### src/rtl/pipe_pkg.sv
// Shared types and helpers for the elastic pipeline-stage buffers.
// Payload structs let each stage boundary instantiate with WIDTH = $bits(<struct>).
package pipe_pkg;

    localparam logic [31:0] NOP_INST = 32'h0000_0013;

    typedef enum logic [6:0] {
        op_load   = 7'b0000011,
        op_imm    = 7'b0010011,
        op_auipc  = 7'b0010111,
        op_store  = 7'b0100011,
        op_reg    = 7'b0110011,
        op_lui    = 7'b0110111,
        op_branch = 7'b1100011,
        op_jalr   = 7'b1100111,
        op_jal    = 7'b1101111
    } opcode_e;

    typedef struct packed {
        logic        reg_write;
        logic        mem_read;
        logic        mem_write;
        logic        mem_to_reg;
        logic        branch;
        logic        jump;
        logic        alu_src;
        logic [3:0]  alu_op;
    } ctrl_t;

    typedef struct packed {
        logic [31:0] pc;
        logic [31:0] inst;
        opcode_e     opcode;
    } mon_t;

    // Monitor word carried by a bubble: a canonical addi x0,x0,0.
    localparam mon_t MON_NOP = '{pc: 32'h0, inst: NOP_INST, opcode: op_imm};

    typedef struct packed {
        mon_t        mon;
        logic [31:0] pc;
        logic [31:0] inst;
    } if_id_t;

    typedef struct packed {
        ctrl_t       ctrl;
        mon_t        mon;
        logic [31:0] rs1_data;
        logic [31:0] rs2_data;
        logic [31:0] imm;
        logic [4:0]  rd;
    } id_ex_t;

    typedef struct packed {
        ctrl_t       ctrl;
        mon_t        mon;
        logic [31:0] alu_result;
        logic [31:0] store_data;
        logic [4:0]  rd;
    } ex_mem_t;

    typedef struct packed {
        ctrl_t       ctrl;
        mon_t        mon;
        logic [31:0] wb_data;
        logic [4:0]  rd;
    } mem_wb_t;

    function automatic int unsigned cnt_width(input int unsigned depth);
        return $clog2(depth + 1);
    endfunction

    function automatic int unsigned ptr_width(input int unsigned depth);
        return (depth > 1) ? $clog2(depth) : 1;
    endfunction

endpackage

### src/rtl/pipe_buffer_mem.sv
// DEPTH x WIDTH storage for pipe_stage_buffer: one write port, one async read port.
module pipe_buffer_mem
    import pipe_pkg::*;
#(
    parameter int unsigned WIDTH = 32,
    parameter int unsigned DEPTH = 2
) (
    input  logic                           clk,
    input  logic                           wr_en,
    input  logic [ptr_width(DEPTH)-1:0]    wr_ptr,
    input  logic [WIDTH-1:0]               wr_data,
    input  logic [ptr_width(DEPTH)-1:0]    rd_ptr,
    output logic [WIDTH-1:0]               rd_data
);

    logic [WIDTH-1:0] mem [DEPTH];

    // Data storage only; validity is tracked by the owner, so no reset here.
    always_ff @(posedge clk) begin
        if (wr_en) begin
            mem[wr_ptr] <= wr_data;
        end
    end

    assign rd_data = mem[rd_ptr];

endmodule

### src/rtl/pipe_stage_buffer.sv
// Elastic pipeline-stage register: valid/ready handshake, DEPTH-entry FIFO storage,
// flush with NOP substitution on the output and a saturating count of flushed beats.
module pipe_stage_buffer
    import pipe_pkg::*;
#(
    parameter int unsigned      WIDTH      = 32,
    parameter int unsigned      DEPTH      = 2,
    parameter bit               PIPE_READY = 1'b0,
    parameter logic [WIDTH-1:0] NOP_VALUE  = '0
) (
    input  logic                          clk,
    input  logic                          rst,
    input  logic                          flush,
    input  logic                          in_valid,
    output logic                          in_ready,
    input  logic [WIDTH-1:0]              in_data,
    output logic                          out_valid,
    input  logic                          out_ready,
    output logic [WIDTH-1:0]              out_data,
    output logic [cnt_width(DEPTH)-1:0]   count,
    output logic [15:0]                   drop_cnt
);

    localparam int unsigned   CW       = cnt_width(DEPTH);
    localparam int unsigned   PW       = ptr_width(DEPTH);
    localparam logic [PW-1:0] LAST_PTR = PW'(DEPTH - 1);
    localparam logic [CW-1:0] FULL_CNT = CW'(DEPTH);

    logic [PW-1:0] rd_ptr;
    logic [PW-1:0] wr_ptr;
    logic [PW-1:0] rd_ptr_nxt;
    logic [PW-1:0] wr_ptr_nxt;
    logic [CW-1:0] count_nxt;
    logic [15:0]   drop_cnt_nxt;
    logic [16:0]   drop_sum;
    logic [WIDTH-1:0] head;
    logic          full;
    logic          push;
    logic          pop;

    assign full      = (count == FULL_CNT);
    assign out_valid = (count != '0);
    // With PIPE_READY clear a full buffer still accepts when the head leaves this cycle.
    assign in_ready  = PIPE_READY ? !full : (!full || out_ready);
    assign push      = in_valid && in_ready && !flush;
    assign pop       = out_valid && out_ready && !flush;
    assign out_data  = out_valid ? head : NOP_VALUE;

    pipe_buffer_mem #(
        .WIDTH (WIDTH),
        .DEPTH (DEPTH)
    ) u_mem (
        .clk     (clk),
        .wr_en   (push),
        .wr_ptr  (wr_ptr),
        .wr_data (in_data),
        .rd_ptr  (rd_ptr),
        .rd_data (head)
    );

    // Next-state: flush overrides push/pop and charges every discarded valid beat.
    always_comb begin
        rd_ptr_nxt   = rd_ptr;
        wr_ptr_nxt   = wr_ptr;
        count_nxt    = count;
        drop_cnt_nxt = drop_cnt;
        drop_sum     = 17'(drop_cnt) + 17'(count) + 17'(in_valid);
        if (flush) begin
            rd_ptr_nxt   = '0;
            wr_ptr_nxt   = '0;
            count_nxt    = '0;
            drop_cnt_nxt = drop_sum[16] ? 16'hFFFF : drop_sum[15:0];
        end else begin
            if (push) begin
                wr_ptr_nxt = (wr_ptr == LAST_PTR) ? '0 : wr_ptr + PW'(1);
            end
            if (pop) begin
                rd_ptr_nxt = (rd_ptr == LAST_PTR) ? '0 : rd_ptr + PW'(1);
            end
            if (push && !pop) begin
                count_nxt = count + CW'(1);
            end else if (pop && !push) begin
                count_nxt = count - CW'(1);
            end
        end
    end

    always_ff @(posedge clk or negedge rst) begin
        if (!rst) begin
            rd_ptr   <= '0;
            wr_ptr   <= '0;
            count    <= '0;
            drop_cnt <= '0;
        end else begin
            rd_ptr   <= rd_ptr_nxt;
            wr_ptr   <= wr_ptr_nxt;
            count    <= count_nxt;
            drop_cnt <= drop_cnt_nxt;
        end
    end

endmodule

### config.mk
export PLATFORM = sky130hd
export DESIGN_NAME = pipe_stage_buffer
export DESIGN_NICKNAME = d
export VERILOG_FILES = /design/src/rtl/pipe_pkg.sv /design/src/rtl/pipe_buffer_mem.sv /design/src/rtl/pipe_stage_buffer.sv
export SDC_FILE = /design/constraint.sdc
export NUM_CORES = 1
export LEC_CHECK = 0
export ABC_CLOCK_PERIOD_IN_PS = 6500
export CORE_ASPECT_RATIO = 0.8
export CORE_UTILIZATION = 33
export CTS_CLUSTER_DIAMETER = 40
export CTS_CLUSTER_SIZE = 16
export DETAILED_ROUTE_END_ITERATION = 16
export PLACE_DENSITY = 0.58
export SYNTH_ARGS = -nofsm -noshare
export SYNTH_HDL_FRONTEND = slang
export SYNTH_HIERARCHICAL = 1
export SYNTH_SLANG_ARGS = --single-unit
### constraint.sdc
create_clock -name clk -period 6.5 [get_ports clk]
set_input_delay 1.3 -clock clk [delete_from_list [all_inputs] [get_ports clk]]
set_output_delay 1.3 -clock clk [all_outputs]
set_load 0.05 [all_outputs]
==> results of run 1 <==
flip-flops by register name, indices dropped and copies added (netlist names):
register   count
count          2
drop_cnt      16
rd_ptr         1
u_mem/mem     64
wr_ptr         1
cell families after synthesis:
family                     share of synthesized area
DFF                                            0.639
and+or+nand+nor                                0.134
muxes                                          0.130
AOI/OAI and AO/OA                             0.0314
buffers and inverters                         0.0327
xor gates and xnor gates                      0.0185
adders and majority gates                     0.0139
worst max-delay path: stages:
cell             delay [ns]
clkdlybuf4s50_1        0.48
or3b_2                 0.48
clkdlybuf4s50_1        0.72
metal layers:
metal / track usage / wire length [µm] / up-vias
met5: 0 / 0 / -
met4: 0.0541 / 128 / 0
li1: - / - / 1054
met2: 0.186 / 3090 / 74
met3: 0.0461 / 507 / 10
met1: 0.171 / 3310 / 1054
cell usage in the layout (no fill, tap or decap), types with 2 or more instances in the layout:
cell	count
xnor2_1	5
nor3_1	4
mux2i_1	2
xor2_1	3
a41oi_1	2
fa_1	2
mux2_2	2
and2_1	33
mux2_4	30
o21ai_0	4
nand2_1	10
a21oi_1	6
nand3_1	2
and4_1	2
a31oi_1	4
nor2b_1	2
edfxtp_1	64
o21ai_2	2
clkbuf_16	9
nor2_1	6
inv_1	6
nand2_2	6
clkbuf_1	4
dfrtp_1	19
clkdlybuf4s50_1	88
per-stage QoR:
step	power (µW)	setup WS, ns	utilization	area, µm²	std cells
3_5_place_dp	1050	2.22	0.432	4760	465
3_3_place_gp	1040	2.23	0.432	4760	465
2_1_floorplan	921	2.78	-	3790	243
6_report	1520	2.22	0.458	5050	481
4_1_cts	1540	2.22	0.458	5050	481
5_1_grt	1590	2.18	0.458	5050	481
layout make-up:
type	instances	area [µm²]
Fill cell	983	5970
Clock buffer	14	254
Sequential cell	84	2420
Inverter	6	22.5
Clock inverter	2	33.8
Timing Repair Buffer	88	881
Tap cell	144	180
Multi-Input combinational cell	143	1250
power by group through the flow:
stage | sequential [µW] | clock, µW | combinational, µW
4_1_cts | 671 | 506 | 365
5_1_grt | 677 | 528 | 386
3_3_place_gp | 680 | 0 | 361
3_5_place_dp | 681 | 0 | 365
6_report | 670 | 492 | 360
2_1_floorplan | 743 | 0 | 178
final timing paths:
kind / startpoint / endpoint / slack, ns / depth (start not counted)
setup / recovery: out_ready / in_ready / 2.22 / 3
setup reg to reg: count[0] / drop_cnt[13] / 3.89 / 7
max in group asynchronous: rst / rd_ptr / 4.34 / 1
min in group asynchronous: rst / drop_cnt[8] / 1.51 / 1
hold / removal: drop_cnt[0] / drop_cnt[0] / 0.56 / 2
hold reg to reg: drop_cnt[0] / drop_cnt[0] / 0.56 / 2
==> flow_metrics.env, run 1 <==
export IMPL_critical_path_required_ns=5.20
export IMPL_internal_power_uw=1080
export IMPL_synthTopCellsByArea="edfxtp_1 51%, dfrtp_1 13%, mux2_4 12%, and2_1 5.6%, buf_12 1.6%"
export IMPL_syn_cell_area_mm2=0.00379
export IMPL_slew_violations=0
export IMPL_cts_buffers=9
export IMPL_synth_seq_area_share=0.639
export IMPL_postCtsHoldBufs=0
export IMPL_insertion_delay_ns=0.33
export IMPL_grt_max_degree=36
export IMPL_powerDensity_mw_per_mm2=302
export IMPL_switching_share=0.294
export IMPL_setup_viol=0
export IMPL_hpwl_um=4420
export IMPL_dieHeight_um=97.9
export IMPL_synth_main_ff_cell="edfxtp_1"
export IMPL_power_share_sequential=0.440
export IMPL_io_pins=89
export IMPL_crit_path_max_fanout=6
export IMPL_yosysTopAreaCellShare=0.507
export IMPL_dr_pass1_iters=4
export IMPL_diodes=0
export IMPL_whs_ns=0.560
export IMPL_root_buffer="clkbuf_16"
export IMPL_synth_common_cells="64 x edfxtp_1, 34 x and2_1, 30 x mux2_4"
export IMPL_nets=372
export IMPL_synthToLayoutAreaGrowth_pct=33.2
export IMPL_cts_resized=0
export IMPL_fmax_ghz=0.234
export IMPL_die_area_mm2=0.0119
export IMPL_synth_ff_latch_count=84
export IMPL_synth_most_common_cell="edfxtp_1"
export IMPL_crit_type="in2out"
export IMPL_async_flop_share=0.238
export IMPL_ys_warn_count=6
export IMPL_cts_setup_buffers=0
export IMPL_peakVddDrop_mv=0.146
export IMPL_initial_utilization=0.344
export IMPL_syn_inst=243
export IMPL_portBuffers=88
export IMPL_die_w_um=122
export IMPL_rows=34
export IMPL_routed_wl_um=7040
export IMPL_vias=2192
export IMPL_slew_limit_headroom=0.288
export IMPL_drtIter0Drc=109
export IMPL_first_global_vias=2176
export IMPL_cts_sinks=84
export IMPL_fin_crit_ns=4.28
export IMPL_final_setup_skew_ns=0.00483
export IMPL_drv_cap=0
export IMPL_worst_slew_pin_slew_ns=1.07
export IMPL_wire_per_inst_um=14.6
export IMPL_setup_tns_final_ns=0
export IMPL_gp_congestion=0.741
export IMPL_antenna_found_initial=0
export IMPL_viasPerCell=4.56
export IMPL_status="complete, no violations"
export IMPL_drive_above_1_share=0.181
export IMPL_p_leak_uw=0.00189
export IMPL_hp_class="reg2reg"
export IMPL_core_area_mm2=0.0110
export IMPL_grt_overflow=0
export IMPL_track_usage=0.128
export IMPL_final_hold_viol_count=0
export IMPL_cts_clk_slew_worst_paths_ns=0.05
export IMPL_cts_tree="yes"
export IMPL_min_period_over_period=0.659
export IMPL_synth_edf_count=64
export IMPL_yosysTopAreaCell="edfxtp_1"
export IMPL_syn_nets=283
export IMPL_end_kind="primary output"
export IMPL_combinationalPowerShare=0.236
export IMPL_grt_pass1_wl_um=11400
export IMPL_cts_max_level=3
export IMPL_syn_avg_cell_area_um2=15.6
export IMPL_drc=0
export IMPL_cts_path_max_buffers=2
export IMPL_clockPowerShare=0.323
export IMPL_switchingPower_uw=447
export IMPL_grt_setup_unrepaired="false"
export IMPL_ant_nets=0
export IMPL_yosys_cell_types_count=39
export IMPL_startpoint_type="input port"
export IMPL_crit_arrival_ns=2.98
Power figures use the tool's default switching activity.
==> run 2, diff against run 1 <==
--- a/config.mk
+++ b/config.mk
@@ -5,13 +5,13 @@
 export SDC_FILE = /design/constraint.sdc
 export NUM_CORES = 1
 export LEC_CHECK = 0
-export ABC_CLOCK_PERIOD_IN_PS = 6500
+export ABC_CLOCK_PERIOD_IN_PS = 3800
 export CORE_ASPECT_RATIO = 0.8
 export CORE_UTILIZATION = 33
 export CTS_CLUSTER_DIAMETER = 40
 export CTS_CLUSTER_SIZE = 16
 export DETAILED_ROUTE_END_ITERATION = 16
-export PLACE_DENSITY = 0.58
+export PLACE_DENSITY = 0.6
 export SYNTH_ARGS = -nofsm -noshare
 export SYNTH_HDL_FRONTEND = slang
 export SYNTH_HIERARCHICAL = 1
==> constraint.sdc (replaced) <==
create_clock -name clk -period 3.8 [get_ports clk]
set_input_delay 0.76 -clock clk [delete_from_list [all_inputs] [get_ports clk]]
set_output_delay 0.76 -clock clk [all_outputs]
set_load 0.05 [all_outputs]
==> run 2 against run 1 <==
  * Critical path depth is 1 higher
  * Utilization is 0.58 points higher
  * Global-route usage hardly changed
  * Clock power is 79% higher
  * First-iteration DRC count is 0.92% higher
  * Via count is 0.18% lower
  * Highest routed layer unchanged
  * Register-to-register slack worse by 2.4 ns
  * Non-clock buffer count is 5 higher
==> flow_metrics.env, run 2 (synthesis gave the netlist of run 1 again) <==
export IMPL_slew_violations=0
export IMPL_track_usage=0.128
export IMPL_peakVddDrop_mv=0.224
export IMPL_seq_area_mm2=0.00242
export IMPL_first_global_vias=2256
export IMPL_wire_per_inst_um=14.5
export IMPL_final_hold_viol_count=0
export IMPL_cts_resized=0
export IMPL_insertion_delay_ns=0.32
export IMPL_nets=377
export IMPL_diodes=0
export IMPL_switching_share=0.289
export IMPL_drive_above_1_share=0.202
export IMPL_crit_path_max_fanout=16
export IMPL_postLayoutCellArea_mm2=0.00511
export IMPL_dp_cells=470
export IMPL_cts_clk_slew_worst_paths_ns=0.06
export IMPL_routed_wl_um=7070
export IMPL_root_buffer="clkbuf_16"
export IMPL_powerDensity_mw_per_mm2=518
export IMPL_end_kind="primary output"
export IMPL_fmax_ghz=0.305
export IMPL_crit_path_cell_trace="buf_4, mux2_4, and2_1, clkdlybuf4s50_1"
export IMPL_cts_buffers=9
export IMPL_cp_num_buf_inv=2
export IMPL_crit_family="buffers and inverters"
export IMPL_drtIter0Drc=110
export IMPL_met1_usage=0.162
export IMPL_grt_pass1_wl_um=11600
export IMPL_ant_nets=0
export IMPL_p_leak_uw=0.00192
export IMPL_cts_sinks=84
export IMPL_fin_crit_ns=3.28
export IMPL_cts_path_max_buffers=2
export IMPL_power_share_sequential=0.430
export IMPL_die_area_mm2=0.0119
export IMPL_multi_input_area_mm2=0.00125
export IMPL_postCtsHoldBufs=0
export IMPL_setup_tns_final_ns=0
export IMPL_gr_usage_met2=0.207
export IMPL_top_register="u_mem/mem"
export IMPL_viasPerCell=4.50
export IMPL_largest_registers="u_mem/mem (64), drop_cnt (16), count (2)"
export IMPL_worst_path_max_delay_cell="dfrtp_2"
export IMPL_die_w_um=122
export IMPL_worst_slack_ns=0.517
export IMPL_cts_tree="yes"
export IMPL_combinationalPowerShare=0.237
export IMPL_final_common_cell="clkdlybuf4s50_1"
export IMPL_grt_setup_unrepaired="false"
export IMPL_grt_max_degree=36
export IMPL_use_met3=0.0362
export IMPL_grt_overflow=0
export IMPL_crit_arrival_ns=2.52
export IMPL_synthToLayoutAreaGrowth_pct=34.9
export IMPL_antenna_found_initial=0
export IMPL_drv_cap=0
export IMPL_cts_max_level=3
export IMPL_io_pins=89
export IMPL_slew_limit_headroom=0.392
export IMPL_fill_cells=976
export IMPL_rows=34
export IMPL_internal_power_uw=1880
export IMPL_dieHeight_um=97.9
export IMPL_dpl_instance_area_mm2=0.00480
export IMPL_critical_path_required_ns=3.04
export IMPL_switchingPower_uw=766
export IMPL_startpoint_type="flop"
export IMPL_drc=0
export IMPL_min_period_over_period=0.864
export IMPL_instances_no_fill=486
export IMPL_status="complete, no violations"
export IMPL_final_cell_mix="88 x clkdlybuf4s50_1, 64 x edfxtp_1, 33 x and2_1, 30 x mux2_4, 19 x dfrtp_1"
export IMPL_portBuffers=88
export IMPL_slowest_delay_ns=0.70
export IMPL_top_usage_layer="met2"
export IMPL_dp_slack_ns=0.547
export IMPL_cts_setup_buffers=0
export IMPL_vias=2188
export IMPL_gp_congestion=0.776
export IMPL_core_area_mm2=0.0110
export IMPL_dr_pass1_iters=4
export IMPL_hpwl_um=4680
export IMPL_whs_ns=0.550
export IMPL_worst_slew_pin_slew_ns=0.909
export IMPL_initial_utilization=0.344
export IMPL_crit_type="reg2out"
export IMPL_hp_class="reg2reg"
export IMPL_largest_reg_flops=64
export IMPL_final_setup_skew_ns=0.00516
export IMPL_clockPowerShare=0.333
export IMPL_setup_viol=0
==> run 2: changes by cell type in the layout (fill, tap and decap cells not counted) <==
cell | previous run | this run
clkbuf_16 | 9 | 10
clkbuf_1 | 4 | 2
clkinv_2 | 0 | 1
clkinvlp_4 | 0 | 1
buf_4 | 0 | 5
clkinv_1 | 1 | 0
==> run 2: tightest hold or removal path: stages (launching register included) <==
cell     delay, ns
dfrtp_1       0.36
a21oi_1       0.06
o21ai_2       0.10
==> run 2: final timing paths <==
check,start,end,slack [ns],cells past startpoint
max in group asynchronous,rst,rd_ptr,2.22,1
max reg2reg,count[0],drop_cnt[6],1.45,8
min in group asynchronous,rst,drop_cnt[12],0.95,1
min reg2reg,drop_cnt[8],drop_cnt[8],0.55,2
min,drop_cnt[8],drop_cnt[8],0.55,2
max,rd_ptr,out_data[1],0.52,4
==> run 2: area by class of cell <==
type                    count  share of cell area
repair buffers             93               0.180
clock buffers              13              0.0531
flip-flops and latches     84               0.474
clock inverters             3             0.00832
well taps                 144              0.0353
inverters                   6             0.00441
multi-input cells         143               0.245
==> run 2: power groups by stage <==
| stage | clock network, µW | logic (µW) | registers, µW |
|---|---|---|---|
| 2_1_floorplan | 0 | 304 | 1270 |
| 3_3_place_gp | 0 | 629 | 1160 |
| 3_5_place_dp | 0 | 634 | 1160 |
| 4_1_cts | 915 | 636 | 1140 |
| 5_1_grt | 954 | 671 | 1150 |
| 6_report | 882 | 626 | 1140 |
==> run 2: metrics by stage <==
stage                util  power, µW
floorplan               -       1580
global placement    0.435       1780
detailed placement  0.435       1790
CTS                 0.464       2690
global route        0.464       2770
finish              0.464       2650
==> run 2: layer usage <==
metal  routed length [µm]  up-vias
met2                 3420       50
li1                     -     1065
met3                  284        4
met1                 3290     1069
met4                   76        0
met5                    0        -
==> RTL edit: new RTL, flow settings as in run 2 <==
`WIDTH` is set to 32 in 2 places; all go to 36.
--- a/src/rtl/pipe_buffer_mem.sv
+++ b/src/rtl/pipe_buffer_mem.sv
@@ -2,7 +2,7 @@
 module pipe_buffer_mem
     import pipe_pkg::*;
 #(
-    parameter int unsigned WIDTH = 32,
+    parameter int unsigned WIDTH = 36,
     parameter int unsigned DEPTH = 2
 ) (
     input  logic                           clk,
--- a/src/rtl/pipe_stage_buffer.sv
+++ b/src/rtl/pipe_stage_buffer.sv
@@ -3,7 +3,7 @@
 module pipe_stage_buffer
     import pipe_pkg::*;
 #(
-    parameter int unsigned      WIDTH      = 32,
+    parameter int unsigned      WIDTH      = 36,
     parameter int unsigned      DEPTH      = 2,
     parameter bit               PIPE_READY = 1'b0,
     parameter logic [WIDTH-1:0] NOP_VALUE  = '0
Ports: changed (resized in_data and out_data); port bits go from 89 to 97. The function was not compared with the original's and may differ.
==> RTL edit against run 2 <==
- the flow now finishes with violations (DRC)
- count of clock-buffer cells in the layout fell by 4
- register-to-register slack lost 50 ps
- power is 7.6% higher
- sequential cell count rose by 8
- critical path type unchanged
- area after synthesis grew 8.2%
- largest power group unchanged
- routed wire length increased by 6.9%
- worst setup slack better by 62 ps
- design area rose by 8.1%
- combinational power is 6.5% higher
- highest routed layer unchanged
- clock skew shrank 0.65 ps
==> RTL edit: results (changes against run 2) <==
- Status: finished, violations left
- Failing checks: DRC
- Routability Congestion: 0.776 (about the same)
- VDD IR-drop max: 203 uV (-9.4%)
- Top cells by area, synth: edfxtp_1 (53%), dfrtp_1 (12%), mux2_4 (11%)
- Clock Skew: 4.52 ps (-0.650 ps)
- DRC Markers: 1 (+1)
- Post-DP HPWL: 4910 microns (+4.8%)
- GRT met2 Usage: 0.211 (+0.00392)
- Met1 GRT Util: 0.149 (-0.0127)
- Lkg Pwr: 0.00205 uW (+6.7%)
- Async set-reset flop share out of synthesis: 0.217 (-0.0207)
- CTS Buf Count: 9 (unchanged)
- Post-synth EDFFs: 72 (+13%)
- Int Pwr: 2010 uW (+6.8%)
- I/O Buffers: 96 (+9.1%)
- CP Data Arrival Time: 2460 ps (-60 ps)
- Initial antenna violation count: 0 (unchanged)
- Resize count post-CTS: 0 (unchanged)
- Clk buf depth: 2 (unchanged)
- Global-route wire length before repair: 11900 microns (+3.0%)
- Iteration-0 DRC count of the detailed router: 76 (-31%)
- Clock Latency Late Sink: between 300 and 400 ps
- Met3 GRT Util: 0.0359 (-0.000293)
- Total GRT Usage: 0.124 (-0.00425)
- Layout cells sized above 1: 0.203 (+0.000985)
- Seq/Total Area, Yosys: 0.649 (+0.0102)
- Post-DR wirelength/cell: 14.6 microns (+0.53%)
- Via density per instance: 4.50 (about the same)
- Vias in the first global route: 2309 (+2.3%)
- Largest net degree at the start of global routing: 40 (+11%)
- CP max FO: 39 (+23)
- Top Registers: u_mem/mem: 72 flops, drop_cnt: 16 flops, count: 2 flops
- Pre-Repair DR Iteration Count: 12 (+8)
- Nets: 404 (+7.2%)
- Top cells by count, synth: edfxtp_1 (72), and2_1 (38), mux2_4 (30)
- Pre-CTS setup slack: 518 ps (-28.7 ps)
- Worst-Margin Slew: 950 ps (+40.2 ps)
- Syn Nets: 303 (+7.1%)
## RTL edit: kinds of logic (layout without fill, tap and decap cells)
logic type | Yosys count | count (layout) | share of synthesized area
xor+xnor | 8 | 8 | 0.0171
buf+inv | 16 | 122 | 0.0302
fa+ha+maj | 3 | 3 | 0.0128
simple gates | 83 | 83 | 0.130
compound gates | 19 | 19 | 0.0290
mux | 38 | 38 | 0.131
flops | 92 | 92 | 0.649
## RTL edit: area by class of cell
cell class | instances | area [sq um]
multi-input combinational | 151 | 1320
clock buffer | 9 | 225
fill | 1108 | 6640
inverter | 6 | 22.5
tap | 152 | 190
timing repair buffer | 100 | 1000
sequential | 92 | 2660
clock inverter | 7 | 97.6
## RTL edit: through the flow
| step | area [sq um] | hold slack (ps) | cells |
|---|---|---|---|
| after floorplan | 4100 | 464 | 259 |
| after global routing | 5530 | 603 | 517 |
| after CTS | 5530 | 575 | 517 |
| after global placement | 5200 | 548 | 501 |
| after detailed placement | 5200 | 556 | 501 |
| final | 5530 | 566 | 517 |
## RTL edit: critical path: stages, from the launching register on
cell             delay [ps]
dfrtp_1                 480
or2_2                   590
and2_1                  220
clkdlybuf4s50_1         830
## RTL edit: worst paths after layout
| kind | startpoint | end | slack, ps | depth (start not counted) |
|---|---|---|---|---|
| setup / recovery | count[0]$_DFFE_PN0P_ | out_data[5] | 580 | 3 |
| hold / removal | drop_cnt[0]$_DFFE_PN0P_ | drop_cnt[0]$_DFFE_PN0P_ | 570 | 2 |
| setup reg to reg | count[0]$_DFFE_PN0P_ | drop_cnt[6]$_DFFE_PN0P_ | 1400 | 8 |
| hold reg to reg | drop_cnt[0]$_DFFE_PN0P_ | drop_cnt[0]$_DFFE_PN0P_ | 570 | 2 |
| max in group asynchronous | rst | rd_ptr$_DFFE_PN0P_ | 2230 | 1 |
| min in group asynchronous | rst | drop_cnt[6]$_DFFE_PN0P_ | 950 | 1 |
## RTL edit: metal layers
metal	vias to the layer above	wire length, microns
met4	0	93
met2	46	3960
met5	-	0
met1	1134	3230
met3	7	281
li1	1142	-
## RTL edit: power groups by stage
stage	Sequential (uW)	Clock [uW]	Combinational [uW]
final	1230	947	667
after global routing	1240	1020	707
after CTS	1240	981	676
after detailed placement	1260	0	675
after global placement	1250	0	669
after floorplan	1380	0	323
